## src/rtl/adat_decoder.sv

```systemverilog
// ADAT receive framer: hunts for frame sync, strips nibble separators and
// streams sample bits into the circular frame RAM, publishing good frames.
module adat_decoder #(
  parameter int CIRC_BUF_BITS = 3
) (
  input  logic                       clk_i,
  input  logic                       rst_i,
  input  logic                       bit_i,
  input  logic                       bit_valid_i,
  output logic [CIRC_BUF_BITS+7:0]   ram_write_addr_o,
  output logic                       ram_data_o,
  output logic                       ram_we_o,
  output logic [CIRC_BUF_BITS-1:0]   last_good_frame_idx_o,
  output logic [3:0]                 user_bits_o,
  output logic                       frame_done_o,
  output logic                       frame_error_o,
  output logic                       locked_o
);

  localparam int SW = CIRC_BUF_BITS;

  typedef enum logic [1:0] {
    StHunt,
    StUser,
    StSamples,
    StSync
  } state_e;

  state_e        state_q, state_d;
  logic [3:0]    zcnt_q, zcnt_d;
  logic [3:0]    scnt_q, scnt_d;
  logic [2:0]    nib_q, nib_d;
  logic [3:0]    user_q, user_d;
  logic [2:0]    ch_q, ch_d;
  logic [4:0]    bit_q, bit_d;
  logic [SW-1:0] slot_q, slot_d;
  logic [SW-1:0] idx_q, idx_d;
  logic [3:0]    ubits_q, ubits_d;
  logic          we_q, we_d;
  logic          data_q, data_d;
  logic [SW+7:0] addr_q, addr_d;
  logic          pend_q, pend_d;
  logic          done_q, done_d;
  logic          err_q, err_d;
  logic          good_q, good_d;
  logic          lock_q, lock_d;

  always_comb begin
    state_d = state_q;
    zcnt_d  = zcnt_q;
    scnt_d  = scnt_q;
    nib_d   = nib_q;
    user_d  = user_q;
    ch_d    = ch_q;
    bit_d   = bit_q;
    we_d    = 1'b0;
    addr_d  = addr_q;
    data_d  = data_q;
    pend_d  = 1'b0;
    err_d   = 1'b0;
    if (bit_valid_i) begin
      unique case (state_q)
        StHunt: begin
          if (!bit_i) begin
            if (zcnt_q != 4'd15) begin
              zcnt_d = zcnt_q + 4'd1;
            end
          end else if (zcnt_q >= 4'd10) begin
            state_d = StUser;
            nib_d   = 3'd1;
            zcnt_d  = 4'd0;
          end else begin
            zcnt_d = 4'd0;
          end
        end
        StUser: begin
          // shift right so the first user bit lands in bit 0
          user_d = {bit_i, user_q[3:1]};
          if (nib_q == 3'd4) begin
            state_d = StSamples;
            nib_d   = 3'd0;
            ch_d    = 3'd0;
            bit_d   = 5'd0;
          end else begin
            nib_d = nib_q + 3'd1;
          end
        end
        StSamples: begin
          if (nib_q == 3'd0) begin
            if (bit_i) begin
              nib_d = 3'd1;
            end else begin
              err_d   = 1'b1;
              state_d = StHunt;
              zcnt_d  = 4'd1;
            end
          end else begin
            we_d   = 1'b1;
            addr_d = {slot_q, ch_q, bit_q};
            data_d = bit_i;
            nib_d  = (nib_q == 3'd4) ? 3'd0 : nib_q + 3'd1;
            if (bit_q == 5'd23) begin
              bit_d = 5'd0;
              ch_d  = ch_q + 3'd1;
              if (ch_q == 3'd7) begin
                pend_d  = 1'b1;
                state_d = StSync;
                scnt_d  = 4'd0;
              end
            end else begin
              bit_d = bit_q + 5'd1;
            end
          end
        end
        StSync: begin
          scnt_d = scnt_q + 4'd1;
          if (scnt_q == 4'd0) begin
            if (!bit_i) begin
              err_d   = 1'b1;
              state_d = StHunt;
              zcnt_d  = 4'd1;
            end
          end else if (scnt_q <= 4'd10) begin
            if (bit_i) begin
              err_d   = 1'b1;
              state_d = StHunt;
              zcnt_d  = 4'd0;
            end
          end else if (bit_i) begin
            state_d = StUser;
            nib_d   = 3'd1;
          end else begin
            err_d   = 1'b1;
            state_d = StHunt;
            zcnt_d  = 4'd11;
          end
        end
        default: begin
          state_d = StHunt;
        end
      endcase
    end
  end

  // Commit trails the final RAM write by one cycle.
  always_comb begin
    slot_d  = slot_q;
    idx_d   = idx_q;
    ubits_d = ubits_q;
    done_d  = pend_q;
    good_d  = good_q;
    lock_d  = lock_q;
    if (pend_q) begin
      idx_d   = slot_q;
      ubits_d = user_q;
      slot_d  = slot_q + 1'b1;
      good_d  = 1'b1;
      if (good_q) begin
        lock_d = 1'b1;
      end
    end
    if (err_d) begin
      good_d = 1'b0;
      lock_d = 1'b0;
    end
  end

  always_ff @(posedge clk_i) begin
    if (rst_i) begin
      state_q <= StHunt;
      zcnt_q  <= 4'd0;
      scnt_q  <= 4'd0;
      nib_q   <= 3'd0;
      user_q  <= 4'd0;
      ch_q    <= 3'd0;
      bit_q   <= 5'd0;
      slot_q  <= SW'(1);
      idx_q   <= '0;
      ubits_q <= 4'd0;
      we_q    <= 1'b0;
      addr_q  <= {SW'(1), 8'h00};
      data_q  <= 1'b0;
      pend_q  <= 1'b0;
      done_q  <= 1'b0;
      err_q   <= 1'b0;
      good_q  <= 1'b0;
      lock_q  <= 1'b0;
    end else begin
      state_q <= state_d;
      zcnt_q  <= zcnt_d;
      scnt_q  <= scnt_d;
      nib_q   <= nib_d;
      user_q  <= user_d;
      ch_q    <= ch_d;
      bit_q   <= bit_d;
      slot_q  <= slot_d;
      idx_q   <= idx_d;
      ubits_q <= ubits_d;
      we_q    <= we_d;
      addr_q  <= addr_d;
      data_q  <= data_d;
      pend_q  <= pend_d;
      done_q  <= done_d;
      err_q   <= err_d;
      good_q  <= good_d;
      lock_q  <= lock_d;
    end
  end

  assign ram_write_addr_o      = addr_q;
  assign ram_data_o            = data_q;
  assign ram_we_o              = we_q;
  assign last_good_frame_idx_o = idx_q;
  assign user_bits_o           = ubits_q;
  assign frame_done_o          = done_q;
  assign frame_error_o         = err_q;
  assign locked_o              = lock_q;

endmodule

```

## config.mk

```make
export PLATFORM = sky130hd
export DESIGN_NAME = adat_decoder
export DESIGN_NICKNAME = d
export VERILOG_FILES = /design/src/rtl/adat_decoder.sv
export SDC_FILE = /design/constraint.sdc
export NUM_CORES = 1
export LEC_CHECK = 0
export CAP_MARGIN = 20
export CORE_ASPECT_RATIO = 1.4
export CORE_MARGIN = 4
export CORE_UTILIZATION = 40
export DETAILED_ROUTE_END_ITERATION = 6
export GPL_TIMING_DRIVEN = 0
export SYNTH_ARGS = -nofsm -noshare
export SYNTH_HDL_FRONTEND = slang
export SYNTH_SLANG_ARGS = --single-unit
export TNS_END_PERCENT = 100
```

## constraint.sdc

```tcl
create_clock -name clk_i -period 2.5 [get_ports clk_i]
set_input_delay 0.375 -clock clk_i [delete_from_list [all_inputs] [get_ports clk_i]]
set_output_delay 0.375 -clock clk_i [all_outputs]
set_load 0.05 [all_outputs]
```

# Yosys cells after proc, flatten, opt, wreduce, memory -nomap -nowiden
# Cells that the tools add are included.
[classes]
add_sub_neg = 6
mul = 0
div_mod_pow = 0
n_lt_le_gt_ge = 2
eq_ne = 21
shift = 0
mux = 50
bitwise_logic = 4
reduce_logical = 18
[op_table]
columns = ["op", "n"]
rows = [
  ["$mux 4", 11],
  ["$mux 3", 10],
  ["$mux 2", 10],
  ["$ne 2x2->1 const B", 9],
  ["$mux 5", 3],
  ["$reduce_and 5->1", 3],
  ["$ne 4x4->1 const B", 3],
  ["$pmux 3 s4", 1],
  ["$pmux 4 s3", 1],
  ["$pmux 5 s2", 1],
  ["$add 3x1->3 const B", 3],
  ["$mux 1", 9],
  ["$ne 3x3->1 const B", 3],
  ["$add 4x1->4 const B", 2],
  ["$pmux 2 s4", 1],
  ["$pmux 4 s2", 1],
  ["$reduce_and 7->1", 1],
  ["$eq 3x3->1 const B", 2],
  ["$pmux 3 s2", 1],
  ["$reduce_and 6->1", 1],
  ["$add 5x1->5 const B", 1],
  ["$eq 5x5->1 const B", 1],
  ["$reduce_or 5->1", 1],
  ["$eq 2x2->1 const B", 2],
  ["other kinds (15)", 20],
]
[totals]
reg_bits = 53
latchBits = 0
mem_bits_rw = 0
rom_bits = 0
input_bits = 4
elab_cells = 119
n_memories = 0

# Logic depth before layout (Yosys ltp)
[depth]
ltp_word = 6
mapped_depth = 10

# Worst setup path before layout
# Ideal clock, no wire load.
[synth_timing]
path_type = "flip-flop to flip-flop"
startpoint = "register nib_q[0]"
endpoint = "register scnt_q[2]"
setup_time_ps = 132
arrival_ps = 1667
t_required_ps = 2368
path_slack_ps = 700
path_stages_with_launch = 8
path_buffers = 0
period_less_slack_ps = 1800
cell_sequence = "dfxtp_1 > inv_1 > ha_1 > and4bb_2 > or2_2 > or2_1 > o21ai_0 > a21oi_1"
[synth_via]
elab_chain_len = 3
[synth_lines]
columns = ["element", "line", "source"]
rows = [
  ["start, declared", "32", "logic [2:0] nib_q, nib_d;"],
  ["start signal, assigned", "192", "nib_q <= nib_d;"],
  ["$logic_not 3->1", "89", "if (nib_q == 3'd0) begin"],
  ["$ne 2x2->1 (no source line)", "n/a", ""],
  ["$reduce_and 5->1 (no source line)", "n/a", ""],
  ["end signal, assigned", "191", "scnt_q <= scnt_d;"],
  ["end, declared", "31", "logic [3:0] scnt_q, scnt_d;"],
]
# No other way between the ends.
# A chain may end at the register's enable or synchronous reset.

# Worst setup path in the final report
[layout_timing]
startpoint = "register scnt_q[1]"
endpoint = "register good_q"
[layout_via]
elab_chain_len = 6
word_cells_on_any_way = 7
cone_classes = "order compare (1); mux (4); reduce/logical (2)"
[layout_lines]
columns = ["element", "line", "source"]
rows = [
  ["$le 4x4->1", "123", "end else if (scnt_q <= 4'd10) begin"],
  ["$mux 1", "123", ""],
  ["$mux 1 *", "117", "if (scnt_q == 4'd0) begin"],
  ["$pmux 1 s2 *", "62", "unique case (state_q)"],
  ["$mux 1 *", "61", "if (bit_valid_i) begin"],
  ["$reduce_or 2->1 (no source line) *", "n/a", ""],
  ["end signal, assigned", "205", "good_q <= good_d;"],
  ["end, declared", "45", "logic good_q, good_d;"],
]
# Mark *: on every way between the ends. The rest lies on a longest branch, timed or not.

==> impl_metrics.py <==
metrics = {
    "run_status": {
        "status": "complete, no violations",
    },
    "clocking": {
        "ctsHtreeMaxLevel": 2,
        "numCtsBuffers": 5,
        "cts_tree": "yes",
        "cts_buffer_depth": 2,
        "clock_latency_ns": 0.31,
        "post_cts_buffers": 0,
        "cts_root_buffer": "clkbuf_8",
        "clkSlewWorstSetupHoldPaths_ns": 0.10,
        "cts-resized-gates": 0,
        "cts_hold_buf": 0,
        "clkSinkCount": 53,
    },
    "worst_setup_path": {
        "required_ns": 2.68,
        "r2r_cells": 9,
        "crit_type": "reg -> reg",
        "critPathMaxFanout": 6,
        "arrival_ns": 2.23,
        "worst_setup_path_start_kind": "flop",
        "end_kind": "flop",
    },
    "timing": {
        "setup_ws_ns": 0.453,
        "finalCriticalPeriod_ns": 2.05,
        "finalHoldViolations": 0,
        "grt_setup_unrepaired": "no",
        "setup_viol": 0,
        "fin_crit_sh_pct": 81.9,
        "setup_tns_ns": 0,
        "max-slew-margin-rel_pct": 56.5,
        "fin_worst_skew_ns": 0.00884,
        "final_max_slew_viol_count": 0,
        "fmax_ghz": 0.489,
        "worst_pin_slew_ns": 0.652,
    },
    "floorplan": {
        "core-area_um2": 6300,
        "num_rows": 34,
        "die-area_um2": 7970,
        "start_util_pct": 41.8,
        "io_pins": 27,
        "die_w_um": 76.6,
        "die_y_um": 104,
    },
    "placed_design": {
        "dp_slack_ns": 0.227,
        "dp_hpwl_um": 4370,
        "finalWeightedCongestion": 0.880,
        "port_buffers": 26,
    },
    "synthesis": {
        "synth-edff-count": 0,
        "synth-adder-area-share_pct": 5.70,
        "yosys.cell_count.top_type": "dfxtp_1",
        "synth_top_area_share_pct": 40.3,
        "ys_seq_area_share_pct": 40.3,
        "synth_top_family_by_area": "simple AND/OR/NAND/NOR gates",
        "async_reset_ff_share_pct": 0,
        "synth_xor_xnor_area_share_pct": 1.33,
        "ys_top_cells_by_count": "dfxtp_1 (53), nor2_1 (33), a21oi_1 (23), mux2i_1 (23), nand2_1 (23)",
        "synth_cell_types": 58,
        "synth_mux_area_share_pct": 8.74,
        "netlist_instances": 298,
        "synth_compound_area_share_pct": 16.0,
        "synth-seq-cells": 53,
        "avgSynthCellArea_um2": 8.84,
        "yosysWarnings": 0,
        "synth.largest_area_cell": "dfxtp_1",
        "yosys.area_share.simple_pct": 23.8,
        "yosys-top-cells-area": "dfxtp_1 (40%), mux2i_1 (8.7%), ha_1 (5.7%)",
        "synthFlopType": "dfxtp_1",
        "synth_area_um2": 2630,
        "synthesis.nets": 314,
    },
    "global_routing": {
        "gr-usage-all-layers_pct": 15.2,
        "grt_pass1_vias": 2073,
        "grt_antenna_before_repair": 0,
        "grt_max_degree": 19,
        "grt_pass1_wl_um": 10000,
        "grt_overflow_total": 0,
    },
    "route": {
        "drt_wl_total_um": 5910,
        "first_pass_iters": 4,
        "viasPerCell": 5.32,
        "detail_route.wl_per_cell_um": 14.6,
        "antenna_left": 0,
        "drc_errors": 0,
        "drtIter0Drc": 107,
        "vias": 2148,
    },
    "pwr": {
        "p_leak_nw": 1.20,
        "ir_worst_vdd_uv": 323,
        "power.density_nw_per_um2": 456,
    },
    "hold_path": {
        "min_path_cells": 2,
        "hp-class": "reg -> reg",
    },
    "layout": {
        "layout.nets": 347,
        "syn2layout_area_growth_pct": 16.9,
        "diodes": 0,
        "fillerInstances": 626,
        "drive_gt1_share_pct": 7.83,
    },
    "flow_run": {
        "drv_cap": 0,
    },
}
-- critical path, cell delays in order, from the launching register on --
cell	delay (ns)
dfxtp_1	0.43
ha_1	0.17
and2b_1	0.19
o21ai_0	0.20
inv_1	0.14
ha_1	0.29
nand2_1	0.04
o22ai_1	0.11
nor2b_1	0.26
nor3_1	0.08
-- metrics by stage --
stage / utilization (%) / cells / power [mW] / cell area (um^2) / hold slack [ns]
finish: 48.9 / 404 / 1.41 / 3080 / 0.467
global route: 48.9 / 404 / 1.46 / 3080 / 0.495
CTS: 48.9 / 404 / 1.43 / 3080 / 0.473
detailed placement: 47.4 / 396 / 0.918 / 2980 / 0.457
global placement: 47.4 / 396 / 0.918 / 2980 / 0.455
floorplan: - / 298 / 0.895 / 2630 / 0.436
-- final timing paths --
kind                            startpoint        end  slack (ns)
worst max-delay path             scnt_q[1]     good_q        0.45
worst min-delay path             user_q[0]  user_q[0]        0.47
worst max register to register   scnt_q[1]     good_q        0.45
worst min register to register   user_q[0]  user_q[0]        0.47
-- logic make-up after synthesis --
logic type	Yosys count
multiplexers	23
AND/OR/NAND/NOR	119
adder cells (fa/ha/maj)	12
flip-flops	53
buffers and inverters	25
AO/OA/AOI/OAI	62
XOR/XNOR	4
-- layer usage --
metal,vias up,global-route usage (%),share of wire [%]
li1,1119,-,-
met1,996,18.2,47
met2,28,28.1,50
met3,5,2.60,2.1
met4,0,3.50,0.93
met5,-,0,0
-- state kept, by name, summed over array words and instances (netlist names), 2 cells and up --
signal and count:
ch_q 3, user_q 4, slot_q 3, scnt_q 4, nib_q 3, last_good_frame_idx_o 3, ram_write_addr_o 11, user_bits_o 4
bit_q 5, state_q 2, zcnt_q 4
-- layout by cell type, fill, tap and decap left out, types with 2 or more instances in the layout --
master	synthesis	layout
a21oi_1	23	23
nor3_1	6	6
mux2i_1	23	23
clkdlybuf4s50_1	0	26
a22oi_1	2	2
nand2_1	23	23
and3_1	2	2
buf_2	4	4
nand2b_1	8	8
o22ai_1	2	2
ha_1	12	12
or3b_1	2	2
inv_1	11	11
or2_1	2	2
clkinvlp_4	0	2
nand3_1	12	12
xor2_1	3	3
clkbuf_1	7	7
nor2_1	33	33
nor3b_1	2	2
and2_1	4	4
o41ai_1	2	2
a2bb2oi_1	2	2
or2_2	3	3
o21ai_0	14	14
or3_1	4	4
nor2b_1	6	6
clkbuf_8	0	5
o211a_1	2	2
dfxtp_1	53	53
-- where the power goes --
part	switching, mW	leakage (nW)	internal, mW
combinational	0.0352	0.728	0.0150
clock	0.304	0.0423	0.204
sequential	0.00177	0.427	0.845
total	0.341	1.20	1.06
-- final cells by class --
type,instances,area [um^2],share of cell area (%)
sequential,53,1060,34.5
clock buffer,5,68.8,2.23
multi-input combinational,220,1460,47.5
buffer,14,68.8,2.23
inverter,11,41.3,1.34
clock inverter,3,26.3,0.853
tap,72,90.1,2.93
timing repair buffer,26,260,8.45
Note: power is estimated with default switching activity, not from simulation.
